===== src/rtl/bitxor_pkg.sv =====
// Shared constants and types for the range-XOR query controller and its endpoint register.
package bitxor_pkg;

  localparam logic [1:0] INST_NOP  = 2'b00;
  localparam logic [1:0] INST_SETL = 2'b01;
  localparam logic [1:0] INST_SETR = 2'b10;

  typedef enum logic [1:0] {
    IDLE  = 2'd0,
    START = 2'd1,
    SCAN  = 2'd2,
    DONE  = 2'd3
  } state_t;

endpackage


===== src/rtl/endpreg.sv =====
// Endpoint register pair: SETL captures ztonxor into ql, SETR into qr; ltorxor is their XOR.
module endpreg
  import bitxor_pkg::*;
(
  input  logic       clk,
  input  logic       reset,
  input  logic [1:0] inst,
  input  logic       ztonxor,
  output logic       ltorxor
);

  logic ql;
  logic qr;

  always_ff @(posedge clk or posedge reset) begin
    if (reset) begin
      ql <= 1'b0;
      qr <= 1'b0;
    end else begin
      if (inst == INST_SETL) ql <= ztonxor;
      if (inst == INST_SETR) qr <= ztonxor;
    end
  end

  assign ltorxor = ql ^ qr;

endmodule


===== src/rtl/bitxor_query_ctrl.sv =====
// Range-XOR query sequencer: scans a prefix XOR over data[0..r], latching P(l-1) and P(r)
// into the endpoint register so the result is their XOR.
module bitxor_query_ctrl
  import bitxor_pkg::*;
#(
  parameter  int N    = 16,
  localparam int IDXW = $clog2(N)
) (
  input  logic            clk,
  input  logic            reset,
  input  logic            q_valid,
  output logic            q_ready,
  input  logic [N-1:0]    q_data,
  input  logic [IDXW-1:0] q_l,
  input  logic [IDXW-1:0] q_r,
  output logic            res_valid,
  input  logic            res_ready,
  output logic            res_bit,
  output logic            res_err,
  output logic            busy,
  output logic [1:0]      state_dbg
);

  // Handshakes: a transfer happens on a rising edge where valid and ready are both high;
  // valid and its payload are held stable until that edge.

  state_t          state_q, state_d;
  logic [N-1:0]    data_q;
  logic [IDXW-1:0] l_q, r_q, idx_q;
  logic            err_q;
  logic            acc_q;
  logic            nxt;
  logic [IDXW:0]   idx_plus1;
  logic [1:0]      inst;
  logic            ztonxor;
  logic            ltorxor;

  assign nxt = acc_q ^ data_q[idx_q];
  // Widened so idx+1 never wraps back onto a small l.
  assign idx_plus1 = {1'b0, idx_q} + {{IDXW{1'b0}}, 1'b1};

  always_comb begin
    state_d = state_q;
    inst    = INST_NOP;
    ztonxor = 1'b0;
    case (state_q)
      IDLE: begin
        if (q_valid) state_d = START;
      end
      START: begin
        if (err_q) begin
          state_d = DONE;
        end else begin
          inst    = INST_SETL;
          state_d = SCAN;
        end
      end
      SCAN: begin
        ztonxor = nxt;
        if (idx_q == r_q) begin
          inst    = INST_SETR;
          state_d = DONE;
        end else if (idx_plus1 == {1'b0, l_q}) begin
          inst = INST_SETL;
        end
      end
      DONE: begin
        if (res_ready) state_d = IDLE;
      end
      default: state_d = IDLE;
    endcase
  end

  always_ff @(posedge clk or posedge reset) begin
    if (reset) begin
      state_q <= IDLE;
      data_q  <= '0;
      l_q     <= '0;
      r_q     <= '0;
      err_q   <= 1'b0;
      acc_q   <= 1'b0;
      idx_q   <= '0;
    end else begin
      state_q <= state_d;
      case (state_q)
        IDLE: begin
          if (q_valid) begin
            data_q <= q_data;
            l_q    <= q_l;
            r_q    <= q_r;
            err_q  <= (q_l > q_r);
          end
        end
        START: begin
          acc_q <= 1'b0;
          idx_q <= '0;
        end
        SCAN: begin
          acc_q <= nxt;
          if (idx_q != r_q) idx_q <= idx_q + 1'b1;
        end
        default: ;
      endcase
    end
  end

  endpreg u_endpreg (
    .clk     (clk),
    .reset   (reset),
    .inst    (inst),
    .ztonxor (ztonxor),
    .ltorxor (ltorxor)
  );

  assign q_ready   = (state_q == IDLE);
  assign busy      = (state_q != IDLE);
  assign res_valid = (state_q == DONE);
  assign res_err   = (state_q == DONE) & err_q;
  // ENDPREG holds stale values on the error path, so the result is masked.
  assign res_bit   = (state_q == DONE) & ~err_q & ltorxor;
  assign state_dbg = state_q;

endmodule


===== config.mk =====
export PLATFORM = sky130hd
export DESIGN_NAME = bitxor_query_ctrl
export DESIGN_NICKNAME = d
export VERILOG_FILES = /design/src/rtl/bitxor_pkg.sv /design/src/rtl/endpreg.sv /design/src/rtl/bitxor_query_ctrl.sv
export SDC_FILE = /design/constraint.sdc
export NUM_CORES = 1
export LEC_CHECK = 0
export ABC_AREA = 1
export CAP_MARGIN = 25
export CORE_ASPECT_RATIO = 0.5
export CORE_MARGIN = 1.5
export CORE_UTILIZATION = 55
export CTS_BUF_LIST = sky130_fd_sc_hd__clkbuf_8
export DETAILED_ROUTE_END_ITERATION = 8
export PLACE_DENSITY = 0.87
export SYNTH_ARGS = -nofsm -noshare
export SYNTH_HDL_FRONTEND = slang
export SYNTH_SLANG_ARGS = --single-unit
export TNS_END_PERCENT = 20

===== constraint.sdc =====
create_clock -name clk -period 2.75 [get_ports clk]
set_input_delay 0.6875 -clock clk [delete_from_list [all_inputs] [get_ports clk]]
set_output_delay 0.6875 -clock clk [all_outputs]
set_load 0.02 [all_outputs]

# After elaboration in Yosys (flattened, before gate mapping)
# Cells that the tools add are included.
# word_totals
ff_bits	34
in_bits	28
elab_cells	52
# classes
n_addsub	2
magnitude_cmp	2
n_eq_ne	12
muxes	15
bitwise	6
reduce_logical	6
# op_table
op	count
$mux W2	4
$pmux W2 S4	1
$pmux W4 S2	1
$eq A2 B2 Y1 const B	3
$ne A2 B2 Y1 const B	3
$add A4 B1 Y5 const B	1
$eq A5 B4 Y1	1
$lt A4 B5 Y1 const B	1
$mux W1	5
$add A4 B1 Y4 const B	1
$bmux W1 S4	1
$eq A2 B1 Y1 const B	2
$eq A4 B4 Y1	1
$gt A4 B4 Y1	1
$mux W4	1
$ne A4 B4 Y1	1
$pmux W2 S2	1
$reduce_and A2 Y1	2
$reduce_bool A2 Y1	2
$and A1 B1 Y1	3
$reduce_and A3 Y1	1
$logic_not A2 Y1	1
$ne A2 B1 Y1 const B	1
$pmux W1 S2	1
other kinds (2)	3

# Depth between registers and ports, before layout
# Gate-level depths: netlist (run 1).
# logic_depth
word_depth	6
depth_mapped	13
mapped_depth_nobuf	12

# Cells and area by module
# Synthesis (run 1) repeated with hierarchy kept, for this count alone.
# unflattened
hier_cells	252
hier_area_um2	1925.6
# modules_own_cells
module	n_inst	cells_each	area_each_um2
bitxor_query_ctrl	1	238	1823.0
endpreg	1	14	102.6

# Worst setup path after synthesis (run 1)
# Ideal clock, no wire load.
# synth_timing
path_type	reg-to-output
start	reg state_q[1], in the netlist state_dbg[1]
end	out res_bit
t_arrival_ns	1.504
setup_slack_ns	0.558
path_stages_with_launch	4
path_cell_list	dfrtp_1 ha_1 inv_1 a211oi_1
# synth_between
elab_chain_cells	3
# synth_rtl
item	line	text
start, declared	bitxor_query_ctrl.sv:27	state_t state_q, state_d;
start signal, assigned	bitxor_query_ctrl.sv:84	state_q <= state_d;
$eq A2 B2 Y1	-	
via res_valid	bitxor_query_ctrl.sv:16	output logic res_valid,
$and A1 B1 Y1 (2 in a row)	bitxor_query_ctrl.sv:120	assign res_bit = (state_q == DONE) & ~err_q & ltorxor;
end, declared	bitxor_query_ctrl.sv:18	output logic res_bit,
# The timed path passes the listed nets, and every way through them passes these cells.

# Worst setup path in the final report (run 1)
# layout_timing
start	reg state_q[1], in the netlist state_dbg[1]
end	out res_bit
# layout_between
elab_chain_cells	3
# layout_rtl
item	line
$eq A2 B2 Y1	bitxor_query_ctrl.sv:120
$and A1 B1 Y1 (2 in a row)	bitxor_query_ctrl.sv:120
# No other way between the ends.

==> metrics, run 1 <==
final std cells w/o fill 325; Final TNS setup 0 ns; Max Cap Violations 0; global-route wire length before repair 7189 um; drt via density 5.182; Final period util 93.59%; initial antenna violation count 0; Leakage Power 0.001182 uW; post-synthesis cell type count 22; pin count of the biggest net entering global routing 38; area occupied by multi-input gates 842.1 sq um; Core Region 3136 sq um; gr ovfl total 0; Max-slew headroom 56.90%; vias post-DR 1684; yosys synthesis warning count 0; crit start category flip-flop; Net Count, Synth 287; Crit path required time 2.06 ns; DRT Wirelength 4268 um; Hold Vio Cnt, Final 0; clk root buf clkbuf_8; syn avg cell area 7.597 sq um; Worst Hold Slack 0.4880 ns; n_diodes 0; Compound-Gate Fraction of Synth Area 11.20%; number of global-route vias before repair 1678; post-synth top area cell dfrtp_1; # port buffers 34; Final Skew 0.005141 ns; Reg clk slew, reported paths 0.06 ns; Synth Area in Simple Gates 24.44%; DP Cell Count 318; Starting Density 60.57%; Post-CTS Setup Bufs 0; power per cell area 984.1 nW/um^2; minimum clock period 2.574 ns; fraction of layout cells with a size suffix above 1 5.263%; Rows 14; # IOs 35; FMAX 388.5 MHz; routability congestion estimate 0.8662; Sink Count 34; Finished Core Util 74.14%; Tot GR Track Use 25.11%; CTS H-tree lvls 2; ys async rst share 100.0%; CTS tree done; endpoints failing setup 0; CTS Hold Bufs 0; FF-to-FF path depth 9; HP Class reg -> reg; Mapped Cells 250; post-synthesis xor/xnor area fraction 2.767%; Internal 1309 uW; worst-skew pair later-pin latency 0.28 ns; VDD IR max 0.3894 mV; Yosys reg bits 34; Worst Setup EP res_bit; Worst Setup SP state_dbg[1]; post-synthesis adder-cell area fraction 5.929%; Net Sw Power 979.1 uW; outcome finished clean; Post-Layout Inst Area 2325 sq um; crit end category output pin; sequential power share 37.9%; clock tree buffer depth 2; drc violations 0; DIE AREA 3836 sq um; multiplexer area fraction after synthesis 0%; DRT Pass-1 Iters 4; Comb power frac 47.6%; worst reg-to-reg setup slack 0.83 ns; critical path fanouts, max 6; measured slew at the worst slew-check pin 0.6465 ns; Crit Reg-Reg Endpoint u_endpreg.ql; synth top area cells dfrtp_1 (45%), nand2_1 (17%), inv_1 (7.1%); DR iter-0 viols 101; Resized cells post-CTS 0; Seq/Total Area, Yosys 44.80%; die width 86.11 um; share of power burned in the clock network 14.6%; clock buffer count from CTS 5; reg2reg start idx_q[0]; Storage cell area 850.8 sq um; Post-synth EDFFs 0; DP Wirelength 3040 um; WS Path Type reg -> out; Critical Path AT 1.89 ns; post-DR wirelength/cell 13.13 um; Post-DRT Antenna Nets 0; Switching Share 42.80%; RSZ-0062 raised after global routing no; synthesized area 1899 sq um; synth cell count leaders nand2_1 (87), inv_1 (36), dfrtp_1 (34); placed cell areas 2248 sq um; largest family of logic cells by synthesized area simple AND/OR/NAND/NOR gates; post-synth top area share 44.80%; Fill cells 248; most numerous cell in the Yosys netlist nand2_1; Max Slew Vio Count 0; die height 44.56 um; Synth-to-Final Area Change 22.40%; fin nets 322; Post-synth top flop dfrtp_1
[how the worst min path moves through the flow]
stage	start	endpoint	depth (start not counted)
after floorplan	acc_q	acc_q	2
after global placement	data_q[13]	data_q[13]	2
after detailed placement	data_q[13]	data_q[13]	2
after CTS	data_q[13]	data_q[13]	2
after global routing	data_q[13]	data_q[13]	2
final	data_q[13]	data_q[13]	2
[power by group through the flow]
stage               logic [uW]  registers, uW  clock network (uW)
floorplan                  801            828                   0
global placement          1020            858                   0
detailed placement        1070            869                   0
CTS                       1080            862                 338
global route              1240            889                 363
finish                    1090            866                 334
[cell usage in the layout (no fill, tap or decap), types with 2 or more instances in the layout]
master | netlist | routed
dfrtp_1 | 34 | 34
ha_1 | 9 | 9
o21ai_1 | 2 | 2
clkbuf_8 | 0 | 5
inv_2 | 4 | 4
nand2_1 | 87 | 87
nand3_1 | 17 | 17
inv_1 | 36 | 38
clkdlybuf4s50_1 | 0 | 34
nor2_2 | 2 | 2
o22ai_1 | 5 | 5
xor2_1 | 4 | 4
nor2_1 | 2 | 2
xnor2_1 | 2 | 2
o21ai_0 | 25 | 25
a21oi_1 | 6 | 6
buf_4 | 1 | 2
nand4_1 | 3 | 3
[layout make-up]
class	instances	area share, %
Clock buffer	5	2.960
Sequential cell	34	36.60
Inverter	40	6.459
Clock inverter	2	0.3229
Tap cell	40	2.153
Multi-Input combinational cell	168	36.22
Timing Repair Buffer	36	15.29
[metal layers]
| metal | global-route usage, % | up-vias | wire (um) |
|---|---|---|---|
| li1 | - | 855 | - |
| met1 | 29.42 | 752 | 1838 |
| met2 | 43.94 | 60 | 2034 |
| met3 | 6.903 | 17 | 266 |
| met4 | 12.58 | 0 | 128 |
| met5 | 0 | - | 0 |
[through the flow]
| step | total power (uW) | setup WS, ns |
|---|---|---|
| floorplan | 1629 | 0.5585 |
| global placement | 1879 | 0.5612 |
| detailed placement | 1937 | 0.4534 |
| CTS | 2284 | 0.1461 |
| global route | 2490 | 0.07500 |
| finish | 2288 | 0.1763 |
[worst max-delay path: stages (launching register included)]
cell and delay [ns]:
dfrtp_1 0.43, ha_1 0.24, inv_1 0.07, a211oi_1 0.22, clkdlybuf4s50_1 0.64
[state kept, by name, summed over array words and instances, names as in the netlist]
| register | cells |
|---|---|
| acc_q | 1 |
| state_dbg | 2 |
| u_endpreg.qr | 1 |
| u_endpreg.ql | 1 |
| l_q | 4 |
| err_q | 1 |
| r_q | 4 |
| data_q | 16 |
| idx_q | 4 |
[cell families after synthesis]
group / count (synthesis)
AOI/OAI and AO/OA: 40
adders and majority gates: 9
and+or+nand+nor: 113
buffers and inverters: 48
xor gates and xnor gates: 6
DFF: 34
No activity file was read; power rests on OpenSTA's default activity.
==> inputs of run 2 (changes only) <==
- CORE_MARGIN: 1.5 -> not set
- CTS_CLUSTER_DIAMETER: not set -> 120
- SETUP_SLACK_MARGIN: not set -> 0.05
==> metrics, run 2 (synthesis gave the netlist of run 1 again) <==
clock buffer count from CTS 5 (unchanged); DR iter-0 viols 97 (was 101); crit start category flip-flop (unchanged); CTS H-tree lvls 2 (unchanged); global-route wire length before repair 6920 um (was 7189 um); Post-Layout Inst Area 2338 sq um (was 2325 sq um); routability congestion estimate 0.8772 (was 0.8662); Tot GR Track Use 24.89% (was 25.11%); placed cell areas 2256 sq um (was 2248 sq um); worst-skew pair later-pin latency 0.29 ns (was 0.28 ns); max reg flops 16 (unchanged); Synth-to-Final Area Change 23.12% (was 22.40%); CTS Hold Bufs 0 (unchanged); CP cell instances ha_1, inv_1, a211oi_1, clkdlybuf4s50_1 (unchanged); DIE AREA 3707 sq um (was 3836 sq um); Sink Count 34 (unchanged); vias post-DR 1649 (was 1684); Hold Vio Cnt, Final 0 (unchanged); Critical Path AT 1.87 ns (was 1.89 ns); Fill cells 242 (was 248); slack of the critical path 0.1903 ns (was 0.1763 ns); n_diodes 0 (unchanged); commonest non-fill, non-tap cells in the layout nand2_1 (87), inv_1 (36), dfrtp_1 (34), clkdlybuf4s50_1 (34), o21ai_0 (25) (was nand2_1 (87), inv_1 (38), dfrtp_1 (34), clkdlybuf4s50_1 (34), o21ai_0 (25)); Resized cells post-CTS 0 (unchanged); Final Skew 0.007570 ns (was 0.005141 ns); power per cell area 983.5 nW/um^2 (was 984.1 nW/um^2); Max Cap Violations 0 (unchanged); # IOs 35 (unchanged); clk root buf clkbuf_8 (unchanged); Finished Core Util 74.58% (was 74.14%); CTS tree done (unchanged); die height 43.56 um (was 44.56 um); register bank with the most flops data_q (unchanged); Starting Density 60.57% (unchanged); DP Wirelength 2952 um (was 3040 um); VDD IR max 0.4691 mV (was 0.3894 mV); dpl ws 0.4773 ns (was 0.4534 ns); fraction of layout cells with a size suffix above 1 5.965% (was 5.263%); measured slew at the worst slew-check pin 0.5144 ns (was 0.6465 ns); max incr delay on CP 0.64 ns (about the same); Reg clk slew, reported paths 0.06 ns (about the same); crit end category output pin (unchanged); Post-DRT Antenna Nets 0 (unchanged); Core Region 3136 sq um (unchanged); initial antenna violation count 0 (unchanged); pin count of the biggest net entering global routing 38 (unchanged); RSZ-0062 raised after global routing no (unchanged); CP max-delay cell clkdlybuf4s50_1 (unchanged); post-DR wirelength/cell 12.22 um (was 13.13 um); drt via density 5.074 (was 5.182); number of global-route vias before repair 1557 (was 1678); WS Path Type reg -> out (unchanged); HP Class reg -> reg (unchanged); gr ovfl total 0 (unchanged); Max Slew Vio Count 0 (unchanged); fin nets 323 (was 322); FMAX 390.7 MHz (was 388.5 MHz); Final TNS setup 0 ns (unchanged); die width 85.11 um (was 86.11 um); Rows 14 (unchanged); Max-slew headroom 65.66% (was 56.90%); DRT Wirelength 3971 um (was 4268 um); commonest non-fill, non-tap cell in the layout nand2_1 (unchanged); Crit path required time 2.06 ns (about the same); Final period util 93.08% (was 93.59%); critical path fanouts, max 6 (unchanged); drc violations 0 (unchanged); cell family contributing the most delay on the critical path buffers and inverters (unchanged); worst path bufs/invs 2 (unchanged); outcome finished clean (unchanged); minimum clock period 2.560 ns (was 2.574 ns); endpoints failing setup 0 (unchanged); clock tree buffer depth 2 (unchanged); DRT Pass-1 Iters 5 (was 4); Post-CTS Setup Bufs 0 (unchanged); Leakage Power 0.001184 uW (was 0.001182 uW); # port buffers 34 (unchanged)
run 2: worst paths after layout:
kind,startpoint,depth (start not counted),slack [ns],to
hold / removal,data_q[13],2,0.48,data_q[13]
hold reg to reg,data_q[13],2,0.48,data_q[13]
min in group asynchronous,reset,3,0.79,idx_q[2]
max in group asynchronous,reset,3,1.64,data_q[9]
setup / recovery,state_dbg[1],4,0.19,res_bit
setup reg to reg,idx_q[0],10,1.04,u_endpreg.ql
run 2: tightest hold or removal path: stages (launching register included):
cell and delay (ns):
dfrtp_1 0.34, nand2_1 0.05, nand2_1 0.06
run 2: stage by stage:
step / hold WS [ns] / cells / total power, uW
after global placement: 0.4682 / 319 / 1882
final: 0.4842 / 325 / 2300
after CTS: 0.4905 / 325 / 2305
after floorplan: 0.4490 / 250 / 1629
after global routing: 0.5065 / 325 / 2517
after detailed placement: 0.4737 / 319 / 1937
run 2: cell type report:
| type | instances | area, sq um | area share, % |
|---|---|---|---|
| clock buffer | 6 | 82.58 | 3.531 |
| multi-input combinational | 168 | 842.1 | 36.01 |
| tap | 40 | 50.05 | 2.140 |
| inverter | 40 | 150.1 | 6.421 |
| sequential | 34 | 850.8 | 36.38 |
| timing repair buffer | 37 | 362.8 | 15.52 |
run 2: power breakdown:
group          total (uW)  internal [uW]  switching (uW)
Sequential            841            718             124
Combinational        1100            428             669
Clock                 362            193             169
run 2: layer usage:
layer  share of wire, %  track usage (%)  vias up
met3                5.6            6.667        8
met2                 46            40.97       51
met5                  0                0        -
li1                   -                -      861
met4                1.3            8.814        0
met1                 47            32.67      729
==> inputs of run 3 (changes only) <==
- TNS_END_PERCENT: 20 -> 100
==> results of run 3 <==
No change in the layout: final DEF, timing and power equal those of run 2.
